===== config.mk =====
export PLATFORM = sky130hd
export DESIGN_NAME = cla4_mod3_checked_adder
export DESIGN_NICKNAME = d
export VERILOG_FILES = /design/src/rtl/cla4_mod3_checked_adder.sv
export SDC_FILE = /design/constraint.sdc
export NUM_CORES = 1
export LEC_CHECK = 0
export CAP_MARGIN = 25
export CORE_MARGIN = 4
export CORE_UTILIZATION = 28
export DETAILED_ROUTE_END_ITERATION = 8
export PLACE_DENSITY_LB_ADDON = 0.08
export SLEW_MARGIN = 10
export SYNTH_ARGS = -nofsm -noshare
export SYNTH_HDL_FRONTEND = slang
export SYNTH_SLANG_ARGS = --single-unit

===== constraint.sdc =====
create_clock -name clk -period 1.3 [get_ports clk]
set_clock_uncertainty 0.1 [all_clocks]
set_input_delay 0.195 -clock clk [delete_from_list [all_inputs] [get_ports clk]]
set_output_delay 0.195 -clock clk [all_outputs]
set_load 0.02 [all_outputs]

===== src/rtl/cla4_mod3_checked_adder.sv =====
// -----------------------------------------------------------------------------
// cla4_mod3_checked_adder
//
// 4-bit carry-lookahead adder with a mod-3 residue check. Sout = A + B + Cin
// is computed by a flattened CLA. Its residue is compared against the mod-3
// sum of the residues supplied with the operands, and any mismatch is flagged
// on err. Every interesting internal net passes through a stuck-at override
// controlled by fault_en_bus/fault_val, so fault-coverage experiments can
// corrupt the CLA, the residue generator, the residue adder or the comparator.
//
// Ports:
//   clk          rising-edge clock
//   rst_n        asynchronous active-low reset
//   in_valid     operands valid this cycle
//   A, B         4-bit operands
//   Cin          carry in
//   A_mod3       A mod 3 from the source (code 3 is read as 0)
//   B_mod3       B mod 3 from the source (code 3 is read as 0)
//   fault_en_bus one enable bit per fault ID
//   fault_val    stuck-at value driven onto every enabled net
//   out_valid    Sout/err valid (one cycle after in_valid)
//   Sout         {Cout, S[3:0]}
//   err          residue mismatch detected
//
// Fault ID map (offsets from each base):
//   CLA   : +0..+3 P0..P3, +4..+7 G0..G3, +8..+11 C1..C4, +12..+15 S0..S3
//   RES   : +0..+3 S taps, +4 Cout tap, +5 Q[0], +6 Rsum[0], +7 Rsum[1]
//   MOD3  : +0 A_mod3[0] tap, +1 A_mod3[1] tap, +2 Rab[0], +3 Rab[1]
//   CMP   : +0 err, +1 d0
// -----------------------------------------------------------------------------
module cla4_mod3_checked_adder #(
  parameter int NG            = 128,
  parameter int GID_CLA_BASE  = 0,
  parameter int GID_MOD3_BASE = 20,
  parameter int GID_CMP_BASE  = 30,
  parameter int GID_RES_BASE  = 40
) (
  input  logic          clk,
  input  logic          rst_n,
  input  logic          in_valid,
  input  logic [3:0]    A,
  input  logic [3:0]    B,
  input  logic          Cin,
  input  logic [1:0]    A_mod3,
  input  logic [1:0]    B_mod3,
  input  logic [NG-1:0] fault_en_bus,
  input  logic          fault_val,
  output logic          out_valid,
  output logic [4:0]    Sout,
  output logic          err
);

  // ---------------------------------------------------------------------------
  // Helper functions
  // ---------------------------------------------------------------------------

  // Single-net stuck-at override.
  function automatic logic ovr1(input logic net, input logic en, input logic fv);
    return en ? fv : net;
  endfunction

  // Bitwise stuck-at override of a 4-bit group of nets.
  function automatic logic [3:0] ovr4(input logic [3:0] net, input logic [3:0] en,
                                      input logic fv);
    return (net & ~en) | (en & {4{fv}});
  endfunction

  // Residue of a small unsigned value.
  function automatic logic [1:0] mod3(input logic [3:0] v);
    return 2'(v % 4'd3);
  endfunction

  // Canonical residue: the unused code 3 is read as 0.
  function automatic logic [1:0] canon3(input logic [1:0] r);
    return (r == 2'd3) ? 2'd0 : r;
  endfunction

  // ---------------------------------------------------------------------------
  // Fault-enable groups
  // ---------------------------------------------------------------------------
  logic [15:0] en_cla;
  logic [7:0]  en_res;
  logic [3:0]  en_mod3;
  logic [1:0]  en_cmp;
  logic        unused_fault_bits;

  assign en_cla  = fault_en_bus[GID_CLA_BASE  +: 16];
  assign en_res  = fault_en_bus[GID_RES_BASE  +: 8];
  assign en_mod3 = fault_en_bus[GID_MOD3_BASE +: 4];
  assign en_cmp  = fault_en_bus[GID_CMP_BASE  +: 2];

  // IDs outside the map are accepted but have no effect.
  assign unused_fault_bits = ^fault_en_bus;

  // ---------------------------------------------------------------------------
  // Combinational datapath
  // ---------------------------------------------------------------------------
  logic [3:0] p, g;
  logic [4:1] c_raw;
  logic [4:0] c;
  logic [3:0] s;
  logic       cout;

  logic [3:0] s_tap;
  logic       cout_tap;
  logic [3:0] q_sum;
  logic [1:0] q_raw, q;
  logic [1:0] rsum_raw, rsum;

  logic [1:0] a_tap, a_res, b_res;
  logic [1:0] rab_raw, rab;

  logic       d0, d1;
  logic       err_c;
  logic [4:0] sout_c;

  always_comb begin
    // Propagate/generate, each bit individually overridable.
    p = ovr4(A ^ B, en_cla[3:0], fault_val);
    g = ovr4(A & B, en_cla[7:4], fault_val);

    // Flattened lookahead: every carry is built from P/G/Cin directly, so an
    // injected carry fault only reaches its own sum bit (and Sout for C4).
    c_raw[1] = g[0] | (p[0] & Cin);
    c_raw[2] = g[1] | (p[1] & g[0]) | (p[1] & p[0] & Cin);
    c_raw[3] = g[2] | (p[2] & g[1]) | (p[2] & p[1] & g[0])
             | (p[2] & p[1] & p[0] & Cin);
    c_raw[4] = g[3] | (p[3] & g[2]) | (p[3] & p[2] & g[1])
             | (p[3] & p[2] & p[1] & g[0]) | (p[3] & p[2] & p[1] & p[0] & Cin);
    c        = {ovr4(c_raw, en_cla[11:8], fault_val), Cin};

    s    = ovr4(p ^ c[3:0], en_cla[15:12], fault_val);
    cout = c[4];
    sout_c = {cout, s};

    // Sum residue with bit weights 1,2,1,2 for S and 1 for Cout (2^4 = 1 mod 3).
    s_tap    = ovr4(s, en_res[3:0], fault_val);
    cout_tap = ovr1(cout, en_res[4], fault_val);
    q_sum    = {3'b000, s_tap[0]} + {2'b00, s_tap[1], 1'b0}
             + {3'b000, s_tap[2]} + {2'b00, s_tap[3], 1'b0};
    q_raw    = mod3(q_sum);
    // A stuck Q[0] can produce code 3; the following mod3 folds it back.
    q        = {q_raw[1], ovr1(q_raw[0], en_res[5], fault_val)};
    rsum_raw = mod3({2'b00, q} + {3'b000, cout_tap});
    rsum     = {ovr1(rsum_raw[1], en_res[7], fault_val),
                ovr1(rsum_raw[0], en_res[6], fault_val)};

    // Expected residue from the operand residues. Taps are overridden before
    // canonicalisation so a stuck tap can also create the code-3 case.
    a_tap   = {ovr1(A_mod3[1], en_mod3[1], fault_val),
               ovr1(A_mod3[0], en_mod3[0], fault_val)};
    a_res   = canon3(a_tap);
    b_res   = canon3(B_mod3);
    rab_raw = mod3({2'b00, a_res} + {2'b00, b_res} + {3'b000, Cin});
    rab     = {ovr1(rab_raw[1], en_mod3[3], fault_val),
               ovr1(rab_raw[0], en_mod3[2], fault_val)};

    // Comparator.
    d0    = ovr1(rsum[0] ^ rab[0], en_cmp[1], fault_val);
    d1    = rsum[1] ^ rab[1];
    err_c = ovr1(d0 | d1, en_cmp[0], fault_val);
  end

  // ---------------------------------------------------------------------------
  // Stage p0: output registers
  // ---------------------------------------------------------------------------
  logic       vld_p0;
  logic [4:0] sout_p0;
  logic       err_p0;

  always_ff @(posedge clk or negedge rst_n) begin
    if (!rst_n) begin
      vld_p0  <= 1'b0;
      sout_p0 <= 5'd0;
      err_p0  <= 1'b0;
    end else begin
      vld_p0 <= in_valid;
      if (in_valid) begin
        sout_p0 <= sout_c;
        err_p0  <= err_c;
      end
    end
  end

  assign out_valid = vld_p0;
  assign Sout      = sout_p0;
  assign err       = err_p0;

endmodule


-- After elaboration in Yosys (flattened, before gate mapping)
Index checks and enable logic that the tools add are counted.
- register bits after elaboration: 7
- word-level logic and storage cells: 78
- bitwise operators: 52
- add/subtract/negate cells: 6
- multiplexer cells: 12
- div/mod/pow operators: 3
- equal/unequal tests: 2
- operator list (cell ; count):
    $and A4 B4 Y4 ; 11
    $not A4 Y4 ; 5
    $or A4 B4 Y4 ; 5
    $and A1 B1 Y1 ; 16
    $mod A4 B2 Y4 const B ; 3
    $or A1 B1 Y1 ; 11
    $mux W1 ; 10
    $add A3 B1 Y4 ; 2
    $xor A4 B4 Y4 ; 2
    $add A4 B2 Y4 ; 1
    $eq A2 B2 Y1 const B ; 2
    $mux W2 ; 2
    $add A1 B2 Y3 ; 1
    $add A2 B1 Y3 ; 1
    $add A2 B2 Y3 ; 1
    $xor A1 B1 Y1 ; 2

-- Longest topological paths before layout
Gate-level depths: netlist of the first run.
- depth in word-level cells: 27
- mapped depth: 25

-- Least setup slack after synthesis of the first run
No wires, ideal clock.
- path type: input to register
- start: in A[0]
- end: reg err_p0, in the netlist err
- arrival time: 4.824 ns
- required time: 1.076 ns
- cell stages on the path: 23
- path slack: -3.748 ns
- setup time: 0.124 ns
- path through: ha_1 mux2_4 a2111oi_4 nor3_1 nor3_1 a21oi_1 o32ai_1 ha_1 fa_1 nand2b_1 inv_1 ha_1 a21oi_1 xor2_1 o21ai_0 ha_1 inv_1 fa_1 o21bai_1 o2bb2ai_1 a2111oi_0 nor3_1 o31a_1
- cells in the longest elaborated chain, start to end: 24
- elaborated cells between the ends (all ways): 45
- classes of those cells: 4 x add/sub; 2 x div; 6 x mux; 33 x bitwise
- RTL lines (element ; line ; text):
    start: declaration ; 41 ; input logic [3:0] A,
    $xor A4 B4 Y4 / $and A4 B4 Y4 (equally long branches) ; 119, 120 ;
    $and A4 B4 Y4 ; 65 ; return (net & ~en) | (en & {4{fv}});
    $or A4 B4 Y4 ; 65 ;
    $and A1 B1 Y1, on equally long branches ; 124, 125 ;
    $or A1 B1 Y1, or another cell as far along ; 124 ; c_raw[1] = g[0] | (p[0] & Cin);
    $and A4 B4 Y4 / $or A1 B1 Y1 (equally long branches) ; 65, 125 ;
    $or A4 B4 Y4 / $and A4 B4 Y4 (equally long branches) ; 65 ;
    $xor A4 B4 Y4 / $or A4 B4 Y4 (equally long branches) ; 132, 65 ;
    [8 not listed] ; n/a ;
    $mux W1 ; 59 ; return en ? fv : net;
    $add A2 B1 Y3 * ; 144 ; rsum_raw = mod3({2'b00, q} + {3'b000, cout_tap});
    $mod A4 B2 Y4 * ; 70 ; return 2'(v % 4'd3);
    $mux W1 ; 59 ;
    $xor A1 B1 Y1 ; 159 ; d0 = ovr1(rsum[0] ^ rab[0], en_cmp[1], fault_val);
    $mux W1 ; 59 ;
    $or A1 B1 Y1 * ; 161 ; err_c = ovr1(d0 | d1, en_cmp[0], fault_val);
    $mux W1 * ; 59 ;
    end signal: assignment ; 180 ; err_p0 <= err_c;
    end: declaration ; 169 ; logic err_p0;
Mark *: on every way between the ends. The rest lies on a longest branch, timed or not.
A chain may end at the register's enable or synchronous reset.

-- Worst setup path after layout of the first run
Same ends and word-level chain as after synthesis.

==> results.rst, run 1 <==
.. list-table::
   :header-rows: 1

   * - Metric
     - Value
   * - Cell Count, Final, Fillers Out
     - 300
   * - Root buf cell
     - clkbuf_8
   * - Final cell utilization of the core
     - 59.1%
   * - Count of hold-fix buffers inserted at cts
     - 0
   * - # setup viols final
     - 6
   * - Outcome
     - finished with violations
   * - Max stage delay cell, worst path
     - fa_1
   * - Setup repair after global routing missed its margin
     - true
   * - Switching power of the nets
     - around 750 µW
   * - Count of synthesis-stage warnings from yosys
     - 0
   * - Max VDD drop
     - 0.000438 V
   * - Ratio of total power to cell area
     - 816 nW/µm²
   * - Type of the worst setup path
     - in2reg
   * - Number of cell rows
     - 23
   * - Largest net degree at the start of global routing
     - 14
   * - Clock network fraction of total power
     - 15.6%
   * - Comb power frac
     - 70.9%
   * - Worst Hold Class
     - in2async
   * - Number of buffers and inverters on the critical path
     - 6
   * - Die Footprint
     - about 5400 µm²
   * - Number of flip-flops and latches in the synthesized netlist
     - 7
   * - Top cells by area, synth
     - dfrtp_1 15%, ha_1 10%, mux2i_1 7.5%
   * - First drt pass iteration count
     - 4
   * - Placed cells
     - approximately 290
   * - Sum of net half-perimeters after detailed placement
     - 3410 µm
   * - Count of boundary I/O pins
     - 152
   * - Setup TNS
     - -6.58 ns
   * - Cell depth of the worst flop-to-flop path
     - 2
   * - Transition at the pin with the smallest max-transition slack
     - approximately 0.38 ns
   * - Synth area leader
     - dfrtp_1
   * - Crit Path Max Fanout
     - 4
   * - Horizontal extent of the die
     - 73.4 µm
   * - Highest cell delay on the worst timing path
     - around 0.50 ns
   * - Failing checks
     - setup timing
   * - Main synth FF type
     - dfrtp_1
   * - Mapped cell area
     - about 1200 µm²
   * - Overall die height
     - 73.4 µm
   * - Top Family by Delay on Critical Path
     - adder cells
   * - Final Max Slew Viols
     - 0
   * - Distinct cells, synth
     - 41
   * - Reg clk slew, reported paths
     - 0.04 ns
   * - Starting DRT DRC Count
     - 38
   * - Worst slew slack as a fraction of its limit
     - roughly three quarters
   * - Clock latency reported for the late side of the worst-skew pair
     - 0.23 ns
   * - Final worst path period share
     - 392%
   * - Count of flip-flops with a built-in enable after synthesis
     - 0
   * - Weighted congestion at the end of routability-driven global placement
     - 0.767
   * - Cell leakage power
     - 1.04 nW
   * - Post-route antenna net violation count
     - 0
   * - Required time reported for the critical path endpoint
     - 1.31 ns
   * - Vias per cell
     - between 4 and 5
   * - Post-DR wirelength/cell
     - 14.9 µm
   * - Remaining design rule violation count
     - 0
   * - Endpoint type of the worst setup path
     - flop
   * - Post-synthesis instance total
     - 149
   * - Hold Vio Cnt, Final
     - 0
   * - FFs w/ async S/R, synth
     - 100%
   * - Critical Path Source Type
     - primary input
   * - Antenna violations before repair
     - 0
   * - Capture point of the worst reg-to-reg path
     - Sout[4]
   * - Synthesis-to-finish area growth
     - 100%
   * - Number of global-route vias before repair
     - 1518
   * - Initial core utilization
     - between 20 and 30%
   * - Arrival time at the worst endpoint
     - between 5 and 6 ns
   * - Layout cells sized above 1
     - between 30% and 40%
   * - Seq pwr share
     - 13.6%
   * - Switching share of power
     - 38.2%
   * - Antenna Diode Count
     - 0
   * - Combined global-route utilization of all metal layers
     - 16.4%
   * - Core area
     - 4060 µm²
   * - Most frequent cell after synthesis
     - nor2_1
   * - Sink Count
     - 7
   * - Wirelength, routed
     - 4470 µm
   * - Internal
     - 1.21 mW
   * - Count of H-tree levels built during CTS
     - 1
   * - Clock tree buffer depth
     - 2
   * - Number of buffers inserted during clock tree synthesis
     - 3
   * - Reg-to-Reg Start
     - Sout[4]
   * - Clock tree from TritonCTS
     - built
   * - Min Clock Period, post-route
     - 5.09 ns
   * - Reg2Reg Setup Slack
     - 0.35 ns
   * - Top-area cell type share of the netlist area
     - between 10% and 20%
   * - Sequential cell area fraction in the yosys report
     - 14.6%
   * - Vias
     - 1486
   * - Number of nets produced by synthesis
     - 308
   * - Final worst-path setup slack
     - -3.79 ns
   * - GR Overflow Total
     - 0
   * - Average cell area after synthesis
     - 8.04 µm²
   * - Maximum Capacitance Violations
     - 0
   * - First-pass GRT wire length
     - 6890 µm
   * - Post-layout net count
     - 410
   * - CP most frequent cell
     - ha_4
   * - Power after layout
     - 1.96 mW
   * - Commonest cells post-synth
     - 14 x nor2_1, 12 x inv_1, 10 x ha_1
   * - PortBufs
     - 53
   * - Maximum clock frequency
     - between 150 and 200 MHz
[kinds of logic after synthesis]
logic type,count (synthesis),synth area share (%)
muxes,12,10.7
buffers and inverters,15,4.70
AOI/OAI and AO/OA,43,26.8
xor gates and xnor gates,5,3.66
DFF,7,14.6
and+or+nand+nor,53,22.5
adders and majority gates,14,17.1
[worst register-to-register path, cell delays in order (launching register included)]
cell and delay, ns:
dfrtp_1 0.39, nor2b_1 0.14, a31o_2 0.22
[power groups by stage]
stage / clock (mW) / sequential, mW / combinational, mW
final: 0.305 / 0.266 / 1.39
after global routing: 0.329 / 0.268 / 1.49
after CTS: 0.310 / 0.266 / 1.32
after detailed placement: 0 / 0.270 / 1.17
after floorplan: 0 / 0.306 / 0.602
after global placement: 0 / 0.270 / 1.13
[layout make-up]
class,instances,area (µm²)
clock buffers,4,45.0
inverters,12,45.0
well taps,50,62.6
multi-input cells,127,1180
flip-flops and latches,7,175
repair buffers,100,888
fillers,341,1660
[timing repair]
action                     in CTS  in global routing
setup buffers                   8                  2
gates resized for setup        45                 17
pin swaps                      24                 23
setup endpoints to repair      13                  6
[registers in the layout, summed over array words and instances, names as in the netlist]
| name | flops |
|---|---|
| out_valid | 1 |
| err | 1 |
| Sout | 5 |
[cells in the final DEF, fill, tap and decap left out, types with 3 or more instances in the layout]
cell,instances
dfrtp_1,7
nor3_2,5
xor2_1,3
dlygate4sd2_1,11
nand2b_1,5
ha_4,4
a21oi_2,3
buf_4,44
inv_1,10
ha_1,5
nand2_1,9
buf_6,5
o21ai_0,6
clkdlybuf4s50_1,37
a21oi_1,3
a31oi_1,3
clkbuf_8,3
nor2b_1,7
fa_1,3
o21a_1,6
nor2_1,13
mux2i_1,8
[how the worst max path moves through the flow]
| stage | slack [ns] | start | depth (start not counted) | to |
|---|---|---|---|---|
| after floorplan | -3.63 | A[0] | 24 | err |
| after global placement | -4.22 | A[0] | 25 | err |
| after detailed placement | -4.38 | A[0] | 25 | err |
| after CTS | -3.79 | B[0] | 25 | err |
| after global routing | -4.00 | B[0] | 25 | err |
| final | -3.79 | A[0] | 28 | err |
[stage by stage]
step / instance area, µm² / hold slack [ns] / worst slack, ns
final: 2400 / 0.147 / -3.79
after global routing: 2400 / 0.175 / -4.00
after CTS: 2330 / 0.153 / -3.79
after detailed placement: 2120 / 0.390 / -4.38
after global placement: 2120 / 0.392 / -4.22
after floorplan: 1250 / -0.201 / -3.63
[layer usage]
metal / vias to the layer above / GRT usage, % / wire length, µm
met1: 702 / 21.2 / 1990
met2: 39 / 28.5 / 2240
li1: 741 / - / -
met3: 4 / 3.15 / 223
met4: 0 / 2.62 / 25
met5: - / 0 / 0
Note: power is estimated with default switching activity, not from simulation.
==> run 2, diff against run 1 <==
CELL_PAD_IN_SITES_DETAIL_PLACEMENT = 1   (was unset)
CELL_PAD_IN_SITES_GLOBAL_PLACEMENT = 1   (was unset)
CORE_UTILIZATION = 17   (was 28)
==> run 2 against run 1 <==
The run still ends with setup timing left. Critical path depth stayed put. Clock-buffer cell count stayed put. Non-clock buffer count is 18 higher. Sequential cell count stayed put. Sequential power hardly changed. Core utilization is 21 points lower. First-iteration DRC count is 61% lower. Final cell count is 21% higher. Global-route usage is 4.0 points lower. Worst setup slack better by 0.064 ns.
==> results.rst, run 2 (synthesis gave the netlist of run 1 again) <==
.. list-table::
   :header-rows: 1

   * - Metric
     - Value
   * - Clock tree from TritonCTS
     - built (unchanged)
   * - Comb power frac
     - 72.5% (was 70.9%)
   * - Starting DRT DRC Count
     - 15 (was 38)
   * - Ratio of total power to cell area
     - 790 nW/µm² (was 816 nW/µm²)
   * - Post-layout net count
     - 428 (was 410)
   * - Combined flip-flop and latch cell area
     - 175 µm² (unchanged)
   * - First-pass GRT wire length
     - 8610 µm (was 6890 µm)
   * - Failing checks
     - setup timing (unchanged)
   * - CP most frequent cell
     - ha_4 (unchanged)
   * - Critical Path Source Type
     - primary input (unchanged)
   * - Switching power of the nets
     - 786 µW (was 748 µW)
   * - Maximum Capacitance Violations
     - 0 (unchanged)
   * - Vias per cell
     - 4.34 (was 4.95)
   * - Hold Vio Cnt, Final
     - 0 (unchanged)
   * - Max stage delay cell, worst path
     - fa_1 (unchanged)
   * - Setup repair after global routing missed its margin
     - true (unchanged)
   * - Reg clk slew, reported paths
     - 0.04 ns (about the same)
   * - Setup TNS
     - -7.51 ns (was -6.58 ns)
   * - Highest cell delay on the worst timing path
     - 0.46 ns (was 0.50 ns)
   * - Horizontal extent of the die
     - 91.9 µm (was 73.4 µm)
   * - Internal
     - 1.29 mW (was 1.21 mW)
   * - Area of the multi-input gates
     - 1200 µm² (was 1180 µm²)
   * - Reg-to-Reg Start
     - Sout[4] (unchanged)
   * - Fillers
     - 827 (was 341)
   * - Die Footprint
     - 8450 µm² (was 5390 µm²)
   * - Final worst path period share
     - 387% (was 392%)
   * - Routed length on met2
     - 2600 µm (was 2240 µm)
   * - Overall die height
     - 91.9 µm (was 73.4 µm)
   * - Synthesis-to-finish area growth
     - 120% (was 100%)
   * - Required time reported for the critical path endpoint
     - 1.31 ns (about the same)
   * - Combined global-route utilization of all metal layers
     - 12.4% (was 16.4%)
   * - Switching share of power
     - 37.8% (was 38.2%)
   * - Detail Route met3 WL
     - 199 µm (was 223 µm)
   * - Outcome
     - finished with violations (unchanged)
   * - Cell depth of the worst flop-to-flop path
     - 2 (unchanged)
   * - Capture point of the worst reg-to-reg path
     - Sout[4] (unchanged)
   * - Worst slew slack as a fraction of its limit
     - 72.6% (was 74.0%)
   * - Final worst-path setup slack
     - -3.73 ns (was -3.79 ns)
   * - Post-place setup slack
     - -4.44 ns (was -4.38 ns)
   * - Count of H-tree levels built during CTS
     - 1 (unchanged)
   * - Sink Count
     - 7 (unchanged)
   * - Largest net degree at the start of global routing
     - 11 (was 14)
   * - Sum of net half-perimeters after detailed placement
     - 4090 µm (was 3410 µm)
   * - Count of hold-fix buffers inserted at cts
     - 0 (unchanged)
   * - WL met1
     - 2300 µm (was 1990 µm)
   * - Initial core utilization
     - 17.5% (was 29.5%)
   * - Vias
     - 1580 (was 1486)
   * - Highest signal layer in the routed design
     - met4 (unchanged)
   * - Clock tree buffer depth
     - 2 (unchanged)
   * - Core area
     - 6830 µm² (was 4060 µm²)
   * - Crit Path Max Fanout
     - 4 (unchanged)
   * - Transition at the pin with the smallest max-transition slack
     - 0.406 ns (was 0.380 ns)
   * - Min Clock Period, post-route
     - 5.03 ns (was 5.09 ns)
   * - Cell leakage power
     - 1.14 nW (was 1.04 nW)
   * - Root buf cell
     - clkbuf_8 (unchanged)
   * - Layout cells sized above 1
     - 42.9% (was 36.8%)
   * - Clock network fraction of total power
     - 14.5% (was 15.6%)
   * - Max VDD drop
     - 0.000330 V (was 0.000438 V)
   * - Wirelength, routed
     - 5140 µm (was 4470 µm)
   * - First drt pass iteration count
     - 4 (unchanged)
   * - Number of buffers inserted during clock tree synthesis
     - 3 (unchanged)
   * - Finished Cell Area
     - 2640 µm² (was 2400 µm²)
   * - Number of cell rows
     - 30 (was 23)
   * - Most common cell after layout, fill and taps aside
     - buf_4 (unchanged)
   * - Max reg flops
     - 5 (unchanged)
   * - Seq pwr share
     - 12.9% (was 13.6%)
   * - Post-DR wirelength/cell
     - 14.1 µm (was 14.9 µm)
   * - Post-route antenna net violation count
     - 0 (unchanged)
   * - # setup viols final
     - 6 (unchanged)
   * - Remaining design rule violation count
     - 0 (unchanged)
   * - Antenna violations before repair
     - 0 (unchanged)
   * - Top Family by Delay on Critical Path
     - adder cells (unchanged)
   * - Most used cells in the layout excluding fill and tap cells
     - 52 x buf_4, 33 x clkdlybuf4s50_1, 15 x buf_6 (was 44 x buf_4, 37 x clkdlybuf4s50_1, 13 x nor2_1)
   * - Antenna Diode Count
     - 0 (unchanged)
   * - PortBufs
     - 53 (unchanged)
   * - Final Max Slew Viols
     - 0 (unchanged)
   * - Final cell utilization of the core
     - 38.6% (was 59.1%)
   * - Arrival time at the worst endpoint
     - 5.03 ns (was 5.10 ns)
   * - Type of the worst setup path
     - in2reg (unchanged)
   * - Number of buffers and inverters on the critical path
     - 6 (unchanged)
   * - Total cell area at the placement stage
     - 2210 µm² (was 2120 µm²)
   * - Number of global-route vias before repair
     - 1809 (was 1518)
   * - Clock latency reported for the late side of the worst-skew pair
     - 0.22 ns (was 0.23 ns)
   * - GR Overflow Total
     - 0 (unchanged)
   * - Count of boundary I/O pins
     - 152 (unchanged)
   * - Weighted congestion at the end of routability-driven global placement
     - 0.758 (was 0.767)
   * - Worst Hold Class
     - in2async (unchanged)
   * - Reg2Reg Setup Slack
     - 0.37 ns (was 0.35 ns)
   * - Maximum clock frequency
     - 199 MHz (was 196 MHz)
   * - Endpoint type of the worst setup path
     - flop (unchanged)
-- run 2: layer usage --
layer  GRT usage, %  vias up
met1           15.4      766
met4           1.24        0
met2           22.6       29
met5              0        -
met3           2.46        4
li1               -      781
-- run 2: final cells by class --
class,count,area share [%]
repair buffers,118,39.8
clock buffers,4,1.71
multi-input cells,127,45.6
flip-flops and latches,7,6.65
well taps,96,4.56
inverters,12,1.71
-- run 2: per-stage QoR --
stage	hold WS [ns]	power [mW]	std cells
global route	0.172	2.28	364
CTS	0.163	1.90	347
floorplan	-0.201	0.908	149
detailed placement	0.403	1.48	338
global placement	0.384	1.44	338
finish	0.138	2.08	364
-- run 2: what timing repair did --
item                       in CTS  in global routing
setup endpoints to repair      13                  7
buffers inserted                6                 18
pin swaps                      28                 25
gates resized for setup        51                 36
-- run 2: how the worst max path moves through the flow --
stage	cells after the start	startpoint	to
3_5_place_dp	25	A[0]	err
2_1_floorplan	24	A[0]	err
5_1_grt	26	A[0]	err
3_3_place_gp	25	A[0]	err
4_1_cts	26	A[0]	err
6_report	28	B[0]	err
-- run 2: power by group through the flow --
stage,registers [mW],clock network [mW],logic [mW]
after global routing,0.274,0.330,1.67
final,0.269,0.302,1.51
after floorplan,0.306,0,0.602
after global placement,0.271,0,1.17
after CTS,0.270,0.315,1.31
after detailed placement,0.274,0,1.21
==> patch (config.mk and constraints of run 1) <==
Change the parameter `GID_MOD3_BASE` from 20 to 40.
--- a/src/rtl/cla4_mod3_checked_adder.sv
+++ b/src/rtl/cla4_mod3_checked_adder.sv
@@ -32,5 +32,5 @@
   parameter int NG            = 128,
   parameter int GID_CLA_BASE  = 0,
-  parameter int GID_MOD3_BASE = 20,
+  parameter int GID_MOD3_BASE = 40,
   parameter int GID_CMP_BASE  = 30,
   parameter int GID_RES_BASE  = 40
Formal check against the unedited RTL: not equivalent (Yosys sat finds a counterexample within 4 cycles, from zero or initial values and one cycle with rst_n low).
==> patch against run 1 <==
Critical path type unchanged; setup slack gained 0.45 ns; the run still ends with negative setup slack left; cell count rose by 8.3%; final area up 12%; power up 11%; routed wire length up 13%; synthesized area is 5.9% higher; sequential cell count unchanged.
==> patch: results (changes against run 1) <==
- Status: finished with violations
- Failing checks: negative setup slack
- Critical-path top delay cell: or4_4
- Grt met3 use: 0.0174 (-0.0141)
- Worst EP arrival: 4.64 ns (-0.46 ns)
- Synth warnings: 0 (unchanged)
- Critical path endpoint: err
- CP max stage delay: 0.56 ns (+0.06 ns)
- CTS Buf Count: 3 (unchanged)
- Setup_tns: -6.39 ns (+0.186 ns)
- Root Buffer: clkbuf_8
- RD Place Congestion: 0.815 (+6.4%)
- Lkg Pwr: 0.00121 uW (+16%)
- Non-filler cells, final: 325 (+8.3%)
- Most instantiated cells after synthesis: 14 x nor2_1, 14 x o21ai_0, 13 x inv_1
- Layout Nets: 433 (+5.6%)
- Reg2Reg Setup Slack: between 0.3 and 0.4 ns
- Post-Syn Nets: 318 (+3.2%)
- Vias: 1638 (+10%)
- Worst-Skew Late Latency: 0.22 ns
- Global-route wire length before repair: 7660 um (+11%)
- Met2 Use GR: 0.324 (+0.0391)
- Largest register FFs: 5 (unchanged)
- CP startpoint: B[0]
- GR Layer Usage met1: 0.217 (+0.00454)
- Final worst setup slack: -3.34 ns (+0.451 ns)
- Routed WL: 5030 um (+13%)
- Drt pass-1 iters: 4 (unchanged)
- Pin count of the biggest net entering global routing: 15 (+1)
- Worst Hold Class: primary input to async pin
- Vias in the first global route: 1698 (+12%)
- IO buf count: 49 (-7.5%)
- Main synth FF type: dfrtp_1
- Worst-case reg-to-reg path depth: 4 (+2)
- Distinct cells, synth: 48 (+17%)
- CP Max Fanout: 4 (unchanged)
- Slew HR: 0.770 (+0.0302)
- DP HPWL: 3580 um (+5.1%)
- CTS max path bufs: 2 (unchanged)
- Avg Cell Area, Syn: 7.97 sq um (-0.81%)
- CTS HTree Levels: 1 (unchanged)
- Clock-pin slew on the worst setup and hold paths: 0.04 ns (about the same)
- Share of layout cells above drive strength 1: 0.436 (+0.0679)
- GR Util All Layers: 0.176 (+0.0120)
- Final setup vio count: 5 (-1)
- Antenna violations before repair: 0 (unchanged)
- R2r startpoint: err
- Placed insts: 295 (+2.4%)
- Diodes inserted: 0 (unchanged)
- Top post-synthesis cells by area: dfrtp_1 14%, ha_1 9.9%, fa_1 6.3%
- Internal Power: 1380 uW (+14%)
- Ys async rst share: 1.00 (unchanged)
- Post-synthesis sequential area ratio: 0.138 (-0.00809)
- First DRT Iteration DRCs: 63 (+66%)
- Worst vdd ir: 0.315 mV (-28%)
patch: critical path: cells and delay by family:
family	cells	cell delay (ns)
fa+ha+maj	6	1.79
compound gates	8	1.06
simple gates	4	1.02
buf+inv	4	0.29
xor+xnor	1	0.17
mux	1	0.14
patch: logic make-up (layout without fill, tap and decap cells):
family / Yosys count / after routing / share of synthesized area
DFF: 7 / 7 / 0.138
AOI/OAI and AO/OA: 54 / 54 / 0.299
and+or+nand+nor: 54 / 54 / 0.231
buffers and inverters: 17 / 131 / 0.0543
xor gates and xnor gates: 4 / 4 / 0.0385
muxes: 9 / 9 / 0.0770
adders and majority gates: 14 / 14 / 0.162
patch: power by group through the flow:
stage | Combinational (uW) | Sequential, uW | Clock (uW)
after detailed placement | 1200 | 272 | 0
after global placement | 1160 | 271 | 0
final | 1620 | 269 | 297
after CTS | 1460 | 268 | 310
after global routing | 1760 | 273 | 321
after floorplan | 632 | 311 | 0
patch: final cells by class:
class,instances,area (sq um)
sequential,7,175
multi-input combinational,135,1290
timing repair buffer,113,1050
inverter,14,52.6
fill,367,1680
tap,52,65.1
clock buffer,4,45.0
patch: timing repair:
action                     CTS  global route
pin swaps                   23            13
setup buffers               24             4
gates resized for setup     85            19
setup endpoints to repair   13             6
patch: metrics by stage:
stage                     area [sq um]   util  worst slack (ns)
after global placement            2190  0.502             -3.86
after floorplan                   1360      -             -3.25
final                             2680  0.615             -3.34
after CTS                         2580  0.594             -3.40
after detailed placement          2190  0.502             -3.99
after global routing              2680  0.615             -3.54
patch: worst min-delay path by stage:
stage | depth (start not counted) | slack (ns) | start | to
after floorplan | 0 | -0.20 | rst_n | Sout[0]
after global placement | 1 | 0.38 | rst_n | out_valid
after detailed placement | 1 | 0.38 | rst_n | Sout[4]
after CTS | 1 | 0.15 | rst_n | Sout[4]
after global routing | 1 | 0.16 | rst_n | out_valid
final | 1 | 0.14 | rst_n | out_valid
patch: routing by layer:
layer  routed length [um]  vias up
li1                     -      824
met1                 2050      762
met2                 2620       46
met3                  279        6
met4                   82        0
met5                    0        -
